**config.mk**
```make
export PLATFORM = sky130hd
export DESIGN_NAME = secuenciador_comparador_serial
export DESIGN_NICKNAME = d
export VERILOG_FILES = /design/src/rtl/secuenciador_pkg.sv /design/src/rtl/secuenciador_comparador_serial_celda.sv /design/src/rtl/secuenciador_comparador_serial.sv
export SDC_FILE = /design/constraint.sdc
export NUM_CORES = 1
export LEC_CHECK = 0
export ABC_AREA = 0
export CORE_ASPECT_RATIO = 1.5
export CORE_MARGIN = 2
export CORE_UTILIZATION = 45
export DETAILED_ROUTE_END_ITERATION = 8
export PLACE_DENSITY = 0.8
export SLEW_MARGIN = 20
export SYNTH_ARGS = -nofsm -noshare
export SYNTH_HDL_FRONTEND = slang
export SYNTH_SLANG_ARGS = --single-unit
```
**constraint.sdc**
```tcl
create_clock -name clk -period 1.1 [get_ports clk]
set_input_delay 0.22 -clock clk [delete_from_list [all_inputs] [get_ports clk]]
set_output_delay 0.22 -clock clk [all_outputs]
set_load 0.05 [all_outputs]
```
**src/rtl/secuenciador_pkg.sv**
```systemverilog
// Shared definitions for the bit-serial comparator: FSM state encoding and
// the (m,n) inter-cell code carried between successive bit steps.
package secuenciador_pkg;

    typedef enum logic [1:0] {
        IDLE = 2'd0,
        RUN  = 2'd1,
        DONE = 2'd2
    } state_e;

    // (m,n) codes: 11 never occurs because a decided pair is frozen.
    localparam logic [1:0] MN_EQ  = 2'b00;
    localparam logic [1:0] MN_AGT = 2'b10;
    localparam logic [1:0] MN_BGT = 2'b01;

    // True once the walk has found the first differing bit.
    function automatic logic mn_decided(input logic [1:0] mn);
        return mn[1] | mn[0];
    endfunction

endpackage

```
**src/rtl/secuenciador_comparador_serial_celda.sv**
```systemverilog
// Single comparison cell: one step of the MSB-first comparator chain.
// A decided (m,n) pair passes through untouched; an undecided pair is
// resolved by the current bit pair (a,b).
module celda_serial (
    input  logic m,
    input  logic n,
    input  logic a,
    input  logic b,
    output logic M,
    output logic N
);

    // Hold a decided pair, otherwise let the current bits decide.
    always_comb begin
        M = 1'b0;
        N = 1'b0;
        if (m | n) begin
            M = m;
            N = n;
        end else begin
            M = a & ~b;
            N = ~a & b;
        end
    end

endmodule

```
**src/rtl/secuenciador_comparador_serial.sv**
```systemverilog
// Bit-serial unsigned comparator. Operands are captured on an input
// handshake, walked MSB-first through one shared celda_serial cell, and the
// result (Z = A>B, eq, lt) is presented on an output handshake.
// Optional macro SECUENCIADOR_EARLY_EXIT_EN: leave RUN as soon as the
// first differing bit has been seen instead of always walking all K bits.
module secuenciador_comparador_serial
    import secuenciador_pkg::*;
#(
    parameter int K  = 5,
    parameter int CW = (K > 1) ? $clog2(K) : 1
) (
    input  logic         clk,
    input  logic         rst_n,
    input  logic         in_valid,
    output logic         in_ready,
    input  logic [K-1:0] A,
    input  logic [K-1:0] B,
    output logic         out_valid,
    input  logic         out_ready,
    output logic         Z,
    output logic         eq,
    output logic         lt
);

    state_e          state_q, state_d;
    logic [K-1:0]    a_sh_q, a_sh_d;
    logic [K-1:0]    b_sh_q, b_sh_d;
    logic [1:0]      mn_q, mn_d;
    logic [CW-1:0]   cnt_q, cnt_d;
    logic            in_ready_q, in_ready_d;
    logic            out_valid_q, out_valid_d;
    logic            z_q, z_d;
    logic            eq_q, eq_d;
    logic            lt_q, lt_d;
    logic            cell_m_s;
    logic            cell_n_s;

    celda_serial u_celda (
        .m (mn_q[1]),
        .n (mn_q[0]),
        .a (a_sh_q[K-1]),
        .b (b_sh_q[K-1]),
        .M (cell_m_s),
        .N (cell_n_s)
    );

    // Next-state logic: operand capture, serial walk and result hand-off.
    always_comb begin
        state_d = state_q;
        a_sh_d  = a_sh_q;
        b_sh_d  = b_sh_q;
        mn_d    = mn_q;
        cnt_d   = cnt_q;
        case (state_q)
            IDLE: begin
                if (in_valid && in_ready_q) begin
                    a_sh_d  = A;
                    b_sh_d  = B;
                    mn_d    = MN_EQ;
                    cnt_d   = CW'(K - 1);
                    state_d = RUN;
                end else begin
                    state_d = IDLE;
                end
            end
            RUN: begin
                mn_d   = {cell_m_s, cell_n_s};
                a_sh_d = a_sh_q << 1'b1;
                b_sh_d = b_sh_q << 1'b1;
                cnt_d  = cnt_q - CW'(1'b1);
                if (cnt_q == CW'(1'b0)) begin
                    state_d = DONE;
                end
`ifdef SECUENCIADOR_EARLY_EXIT_EN
                else if (mn_decided({cell_m_s, cell_n_s})) begin
                    state_d = DONE;
                end
`endif
                else begin
                    state_d = RUN;
                end
            end
            DONE: begin
                if (out_valid_q && out_ready) begin
                    state_d = IDLE;
                end else begin
                    state_d = DONE;
                end
            end
            default: begin
                state_d = IDLE;
            end
        endcase
    end

    // Output register inputs: valid is raised one cycle into DONE and the
    // flags are forced to zero whenever valid is low.
    always_comb begin
        in_ready_d  = (state_d == IDLE);
        out_valid_d = (state_q == DONE) && !(out_valid_q && out_ready);
        z_d         = out_valid_d && (mn_q == MN_AGT);
        lt_d        = out_valid_d && (mn_q == MN_BGT);
        eq_d        = out_valid_d && (mn_q == MN_EQ);
    end

    // State, datapath and registered outputs.
    always_ff @(posedge clk or negedge rst_n) begin
        if (!rst_n) begin
            state_q     <= IDLE;
            a_sh_q      <= {K{1'b0}};
            b_sh_q      <= {K{1'b0}};
            mn_q        <= MN_EQ;
            cnt_q       <= {CW{1'b0}};
            in_ready_q  <= 1'b0;
            out_valid_q <= 1'b0;
            z_q         <= 1'b0;
            eq_q        <= 1'b0;
            lt_q        <= 1'b0;
        end else begin
            state_q     <= state_d;
            a_sh_q      <= a_sh_d;
            b_sh_q      <= b_sh_d;
            mn_q        <= mn_d;
            cnt_q       <= cnt_d;
            in_ready_q  <= in_ready_d;
            out_valid_q <= out_valid_d;
            z_q         <= z_d;
            eq_q        <= eq_d;
            lt_q        <= lt_d;
        end
    end

    assign in_ready  = in_ready_q;
    assign out_valid = out_valid_q;
    assign Z         = z_q;
    assign eq        = eq_q;
    assign lt        = lt_q;

endmodule

```
==> impl_metrics.tcl, run 1 <==
set metrics [dict create \
    status "complete, but fails checks" \
    violations "setup timing" \
    fin_skew_ns 0.0134 \
    dieArea_um2 2610 \
    layout_min_cycle_time_ns 1.24 \
    synthToLayoutAreaGrowth_pct 63.5 \
    drc 0 \
    drive_gt1_share_pct 50.4 \
    critPathKind "primary input to register" \
    grt_pass1_vias 907 \
    netlist_area_um2 995 \
    slew_headroom_pct 82.6 \
    antennaDiodeCount 0 \
    ys_types 25 \
    switching_power_mw 1.92 \
    grt.overflow.total 0 \
    switching_share_pct 39.3 \
    clock-root-buffer "clkbuf_4" \
    end_kind "register" \
    pwr-share-seq_pct 30.2 \
    maxCapViolCount 0 \
    hold_buffers 0 \
    report.final.slew_viol_count 0 \
    start_util_pct 48.5 \
    antenna_found_initial 0 \
    clkTransAtPathRegs_ns 0.13 \
    setup_tns_ns -1.59 \
    track_usage_pct 21.8 \
    p_int_mw 2.96 \
    fp.dieW_um 42.4 \
    fill_cells 116 \
    finalSetupViolCount 21 \
    cts_buffer_depth 2 \
    dp_cells 134 \
    fin_cells 145 \
    portBuffers 18 \
    ant_nets 0 \
    rsz0062_at_grt "yes" \
    hold_viol_final 0 \
    drt_wl_total_um 2720 \
    start_kind "primary input" \
    seq_area_frac_synth_pct 55.3 \
    tightest_slew_ns 0.260 \
    syn_nets 102 \
    gp_congestion 0.756 \
    ys.warnings.count 0 \
    worstPathRequired_ns 1.31 \
    synth_top_area_share_pct 55.3 \
    ir_worst_vdd_v 0.00189 \
    die_y_um 61.6 \
    p_comb_share_pct 60.5 \
    grt_max_degree 23 \
    grt_pass1_wl_um 4100 \
    min_path_type "primary input to asynchronous set/reset pin" \
    wl_per_cell_um 18.7 \
    mostFrequentLayoutCells "dfrtp_1, clkdlybuf4s50_1, o21ai_1" \
    cts-buffers-inserted 3 \
    cpPeakStageDelay_ns 0.61 \
    cts_sinks 22 \
    avgSynthCellArea_um2 11.6 \
    fin_util_pct 79.3 \
    cp_slowest_cell "clkdlybuf4s50_1" \
    synthTopCellsByArea "dfrtp_1, mux2i_1, o21ai_1, o21ai_0, buf_6" \
    dr.pass1.iters 4 \
    clock_latency_ns 0.32 \
    cellLeakagePower_nw 0.721 \
    crit_chain "clkdlybuf4s50_1 -> a21oi_4 -> or2_4 -> a22o_1" \
    num-nets-final 140 \
    synth-seq-cells 22 \
    crit_fanout 6 \
    fin_ws_ns -0.145 \
    first_iter_violations 16 \
    fmax_mhz 803 \
    h-tree-depth 1 \
    cp_data_arrival_time_ns 1.45 \
    core_area_um2 2050 \
    num_rows 20 \
    synthCells 86 \
    yosysTopAreaCell "dfrtp_1" \
    min_period_over_period_pct 113 \
    power.density_nw_per_um2 3000 \
    clockPowerShare_pct 9.3 \
    final_common_cell "dfrtp_1" \
    vias 822 \
    via_per_inst 5.67 \
    dp_slack_ns -0.374 \
    cts_tree "done" \
    pin_count 19 \
]
[per-stage QoR]
step / hold WS, ns / power (mW) / instance area (um2)
3_3_place_gp: 0.459 / 3.24 / 1340
6_report: 0.233 / 4.88 / 1630
2_1_floorplan: -0.0756 / 2.62 / 1010
3_5_place_dp: 0.463 / 3.35 / 1340
4_1_cts: 0.239 / 4.41 / 1520
5_1_grt: 0.247 / 5.13 / 1630
[flip-flops by register name, summed over array words and instances, names as in the netlist]
register   flops
Z              1
a_sh_q         5
b_sh_q         5
cnt_q          3
eq             1
in_ready       1
lt             1
mn_q           2
out_valid      1
state_q        2
[worst paths after layout]
check	startpoint	endpoint	slack, ns	cells after the start
max reg2reg	state_q[0]$_DFF_PN0_	b_sh_q[4]$_DFFE_PN0P_	-0.14	4
max	in_valid	b_sh_q[0]$_DFFE_PN0P_	-0.14	4
max in group asynchronous	rst_n	in_ready$_DFF_PN0_	0.70	2
min reg2reg	b_sh_q[1]$_DFFE_PN0P_	b_sh_q[1]$_DFFE_PN0P_	0.50	2
min	rst_n	eq$_DFF_PN0_	0.23	2
min in group clk	b_sh_q[1]$_DFFE_PN0P_	b_sh_q[1]$_DFFE_PN0P_	0.50	2
[worst max-delay path: cells and delay by family]
| kind | cells | cell delay (ns) |
|---|---|---|
| and+or+nand+nor | 1 | 0.30 |
| buffers and inverters | 1 | 0.61 |
| AOI/OAI and AO/OA | 2 | 0.31 |
[synthesized netlist by cell type]
cell,n
mux2i_1,8
o21ai_0,9
nand4bb_1,1
o31ai_1,1
a211o_1,1
nor3_1,2
a31o_2,1
dfrtp_1,22
nor3b_1,2
o41ai_2,1
nor2_1,1
or2_4,1
buf_6,3
a22o_1,2
inv_1,6
a21oi_2,1
o21ai_1,12
a21o_1,1
ha_1,2
nor3b_2,1
nand3_1,1
and2_1,2
nand2_1,2
clkbuf_1,1
nand2b_1,2
[kinds of logic (layout without fill, tap and decap cells)]
group	count (synthesis)	in the layout	share of synthesized area, %
muxes	8	8	8.05
and+or+nand+nor	15	16	9.94
adders and majority gates	2	2	2.52
buffers and inverters	10	46	6.04
DFF	22	22	55.3
AOI/OAI and AO/OA	29	29	18.1
[cell type report]
| class | count | area, um2 | area share, % |
|---|---|---|---|
| sequential | 22 | 556 | 34.2 |
| multi-input combinational | 55 | 537 | 33.0 |
| timing repair buffer | 36 | 448 | 27.5 |
| clock buffer | 4 | 36.3 | 2.23 |
| tap | 22 | 27.5 | 1.69 |
| inverter | 6 | 22.5 | 1.38 |
[power by group through the flow]
stage | Sequential (mW) | Clock [mW] | Combinational [mW]
3_5_place_dp | 1.43 | 0 | 1.93
4_1_cts | 1.42 | 0.465 | 2.53
5_1_grt | 1.52 | 0.493 | 3.12
6_report | 1.48 | 0.452 | 2.95
3_3_place_gp | 1.40 | 0 | 1.84
2_1_floorplan | 1.49 | 0 | 1.13
[routing by layer]
layer  vias to the layer above  GRT usage, %  share of wire (%)
met5                         -             0                  0
li1                        380             -                  -
met2                        21          41.3                 56
met1                       412          22.3                 38
met3                         9          2.93                2.7
met4                         0          14.7                2.9
[timing repair]
item / 4_1_cts / 5_1_grt
cloned: 3 / 0
endpoints found under the setup margin: 23 / 26
gates resized for setup: 27 / 24
pin swaps: 10 / 5
setup buffers: 4 / 0
No activity file was read; power rests on OpenSTA's default activity.
==> run 2: changes to the inputs <==
--- a/config.mk
+++ b/config.mk
@@ -10,7 +10,7 @@
 export CORE_MARGIN = 2
 export CORE_UTILIZATION = 45
 export DETAILED_ROUTE_END_ITERATION = 8
-export PLACE_DENSITY = 0.8
+export PLACE_DENSITY = 0.73
 export SLEW_MARGIN = 20
 export SYNTH_ARGS = -nofsm -noshare
 export SYNTH_HDL_FRONTEND = slang
==> impl_metrics.tcl, run 2 (synthesis gave the netlist of run 1 again) <==
set metrics [dict create \
    status "complete, but fails checks" \
    violations "setup timing" \
    pin_count 19 \
    end_kind "primary output" \
    hpwlAfterDp_um 1440 \
    fin_skew_ns 0.00600 \
    die_y_um 61.6 \
    fp.dieW_um 42.4 \
    report.final.slew_viol_count 0 \
    gp_congestion 0.712 \
    grt_pass1_vias 798 \
    antenna_found_initial 0 \
    reg_top3 "a_sh_q: 5 flops, b_sh_q: 5 flops, cnt_q: 3 flops" \
    antennaDiodeCount 0 \
    rsz0062_at_grt "yes" \
    fill_cells 142 \
    min_path_type "primary input to asynchronous set/reset pin" \
    drc 0 \
    track_usage_pct 18.8 \
    drt_wl_total_um 2450 \
    slew_headroom_pct 82.0 \
    vias 808 \
    worstPathRequired_ns 0.88 \
    hold_buffers 0 \
    ir_worst_vdd_v 0.00183 \
    h-tree-depth 1 \
    crit_fanout 2 \
    portBuffers 18 \
    dp_slack_ns -0.370 \
    final_common_cell "dfrtp_1" \
    cts_sinks 22 \
    tightest_slew_ns 0.270 \
    mostFrequentLayoutCells "dfrtp_1, o21ai_1, clkdlybuf4s50_1" \
    layout_min_cycle_time_ns 1.21 \
    min_period_over_period_pct 110 \
    maxCapViolCount 0 \
    clock_latency_ns 0.31 \
    hold_viol_final 0 \
    cts-buffers-inserted 3 \
    drive_gt1_share_pct 42.0 \
    num-nets-final 136 \
    fin_ws_ns -0.107 \
    finalSetupViolCount 26 \
    start_util_pct 48.5 \
    synthToLayoutAreaGrowth_pct 54.2 \
    cts_tree "done" \
    core_area_um2 2050 \
    clock-root-buffer "clkbuf_4" \
    wl_per_cell_um 17.4 \
    first_iter_violations 23 \
    start_kind "register" \
    via_per_inst 5.73 \
    clkTransAtPathRegs_ns 0.13 \
    grt_max_degree 23 \
    cellLeakagePower_nw 0.696 \
    num_rows 20 \
    grt.overflow.total 0 \
    power.density_nw_per_um2 2990 \
    cp_data_arrival_time_ns 0.99 \
    dieArea_um2 2610 \
    cts_buffer_depth 2 \
    grt_pass1_wl_um 3610 \
    whs_ns 0.241 \
    dr.pass1.iters 4 \
    critPathKind "register to primary output" \
    ant_nets 0 \
    fmax_mhz 828 \
]
run 2: changes by cell type in the layout (fill, tap and decap cells not counted), moves of 2 or more:
cell / change
nor3_1: +2
mux2i_4: -2
mux2i_1: +2
nor3_2: -2
inv_1: -2
buf_6: -4
o21ai_0: +2
o21ai_2: -3
inv_2: +2
run 2: through the flow:
step           total power, mW  cells  cell area [um2]  util, %  TNS [ns]
2_1_floorplan             2.62     86             1010        -     -1.63
3_3_place_gp              3.16    130             1310     64.0     -5.27
3_5_place_dp              3.24    130             1310     64.0     -5.66
4_1_cts                   4.18    139             1450     70.9    -0.700
5_1_grt                   4.83    141             1530     74.8     -2.33
6_report                  4.59    141             1530     74.8     -1.17
run 2: cell type report:
cell class / count / area (um2) / area share, %
Clock inverter: 1 / 30.0 / 1.96
Timing Repair Buffer: 32 / 399 / 26.0
Sequential cell: 22 / 556 / 36.2
Inverter: 6 / 22.5 / 1.47
Multi-Input combinational cell: 55 / 477 / 31.1
Clock buffer: 3 / 22.5 / 1.47
Tap cell: 22 / 27.5 / 1.79
run 2: power by group:
part | internal, mW | switching (mW)
clock network | 0.368 | 0.254
registers | 1.16 | 0.309
logic | 1.33 | 1.17
run 2: final timing paths:
check	from	endpoint	slack, ns	cells past startpoint
max in group asynchronous	rst_n	in_ready$_DFF_PN0_	0.71	2
worst max-delay path	in_ready$_DFF_PN0_	in_ready	-0.11	2
worst min-delay path	rst_n	b_sh_q[0]$_DFFE_PN0P_	0.24	2
min in group clk	B[0]	b_sh_q[0]$_DFFE_PN0P_	0.51	2
worst min register to register	b_sh_q[4]$_DFFE_PN0P_	mn_q[1]$_DFFE_PN0P_	0.51	1
worst max register to register	state_q[0]$_DFF_PN0_	mn_q[1]$_DFFE_PN0P_	-0.08	3
run 2: what timing repair did:
| item | in CTS | in global routing |
|---|---|---|
| pin swaps | 2 | 6 |
| setup endpoints to repair | 22 | 26 |
| gates cloned | 1 | 2 |
| resized for setup | 13 | 20 |
| buffers inserted | 4 | 0 |
run 2: critical path: stages, from the launching register on:
cell and delay (ns):
dfrtp_2 0.43, buf_6 0.12, buf_12 0.13
run 2: layer usage:
metal	global-route usage [%]	routed length (um)	up-vias	share of wire [%]
met5	0	0	-	0
met4	9.38	70	0	2.9
met3	1.76	110	8	4.5
met2	34.3	1200	29	49
met1	22.3	1070	397	44
li1	-	-	374	-
==> run 3: changes to the inputs <==
--- a/config.mk
+++ b/config.mk
@@ -11,7 +11,7 @@
 export CORE_UTILIZATION = 45
 export DETAILED_ROUTE_END_ITERATION = 8
 export PLACE_DENSITY = 0.73
-export SLEW_MARGIN = 20
+export SLEW_MARGIN = 5
 export SYNTH_ARGS = -nofsm -noshare
 export SYNTH_HDL_FRONTEND = slang
 export SYNTH_SLANG_ARGS = --single-unit
==> results of run 3 <==
The final DEF is identical to that of run 2; final timing and power are the same.
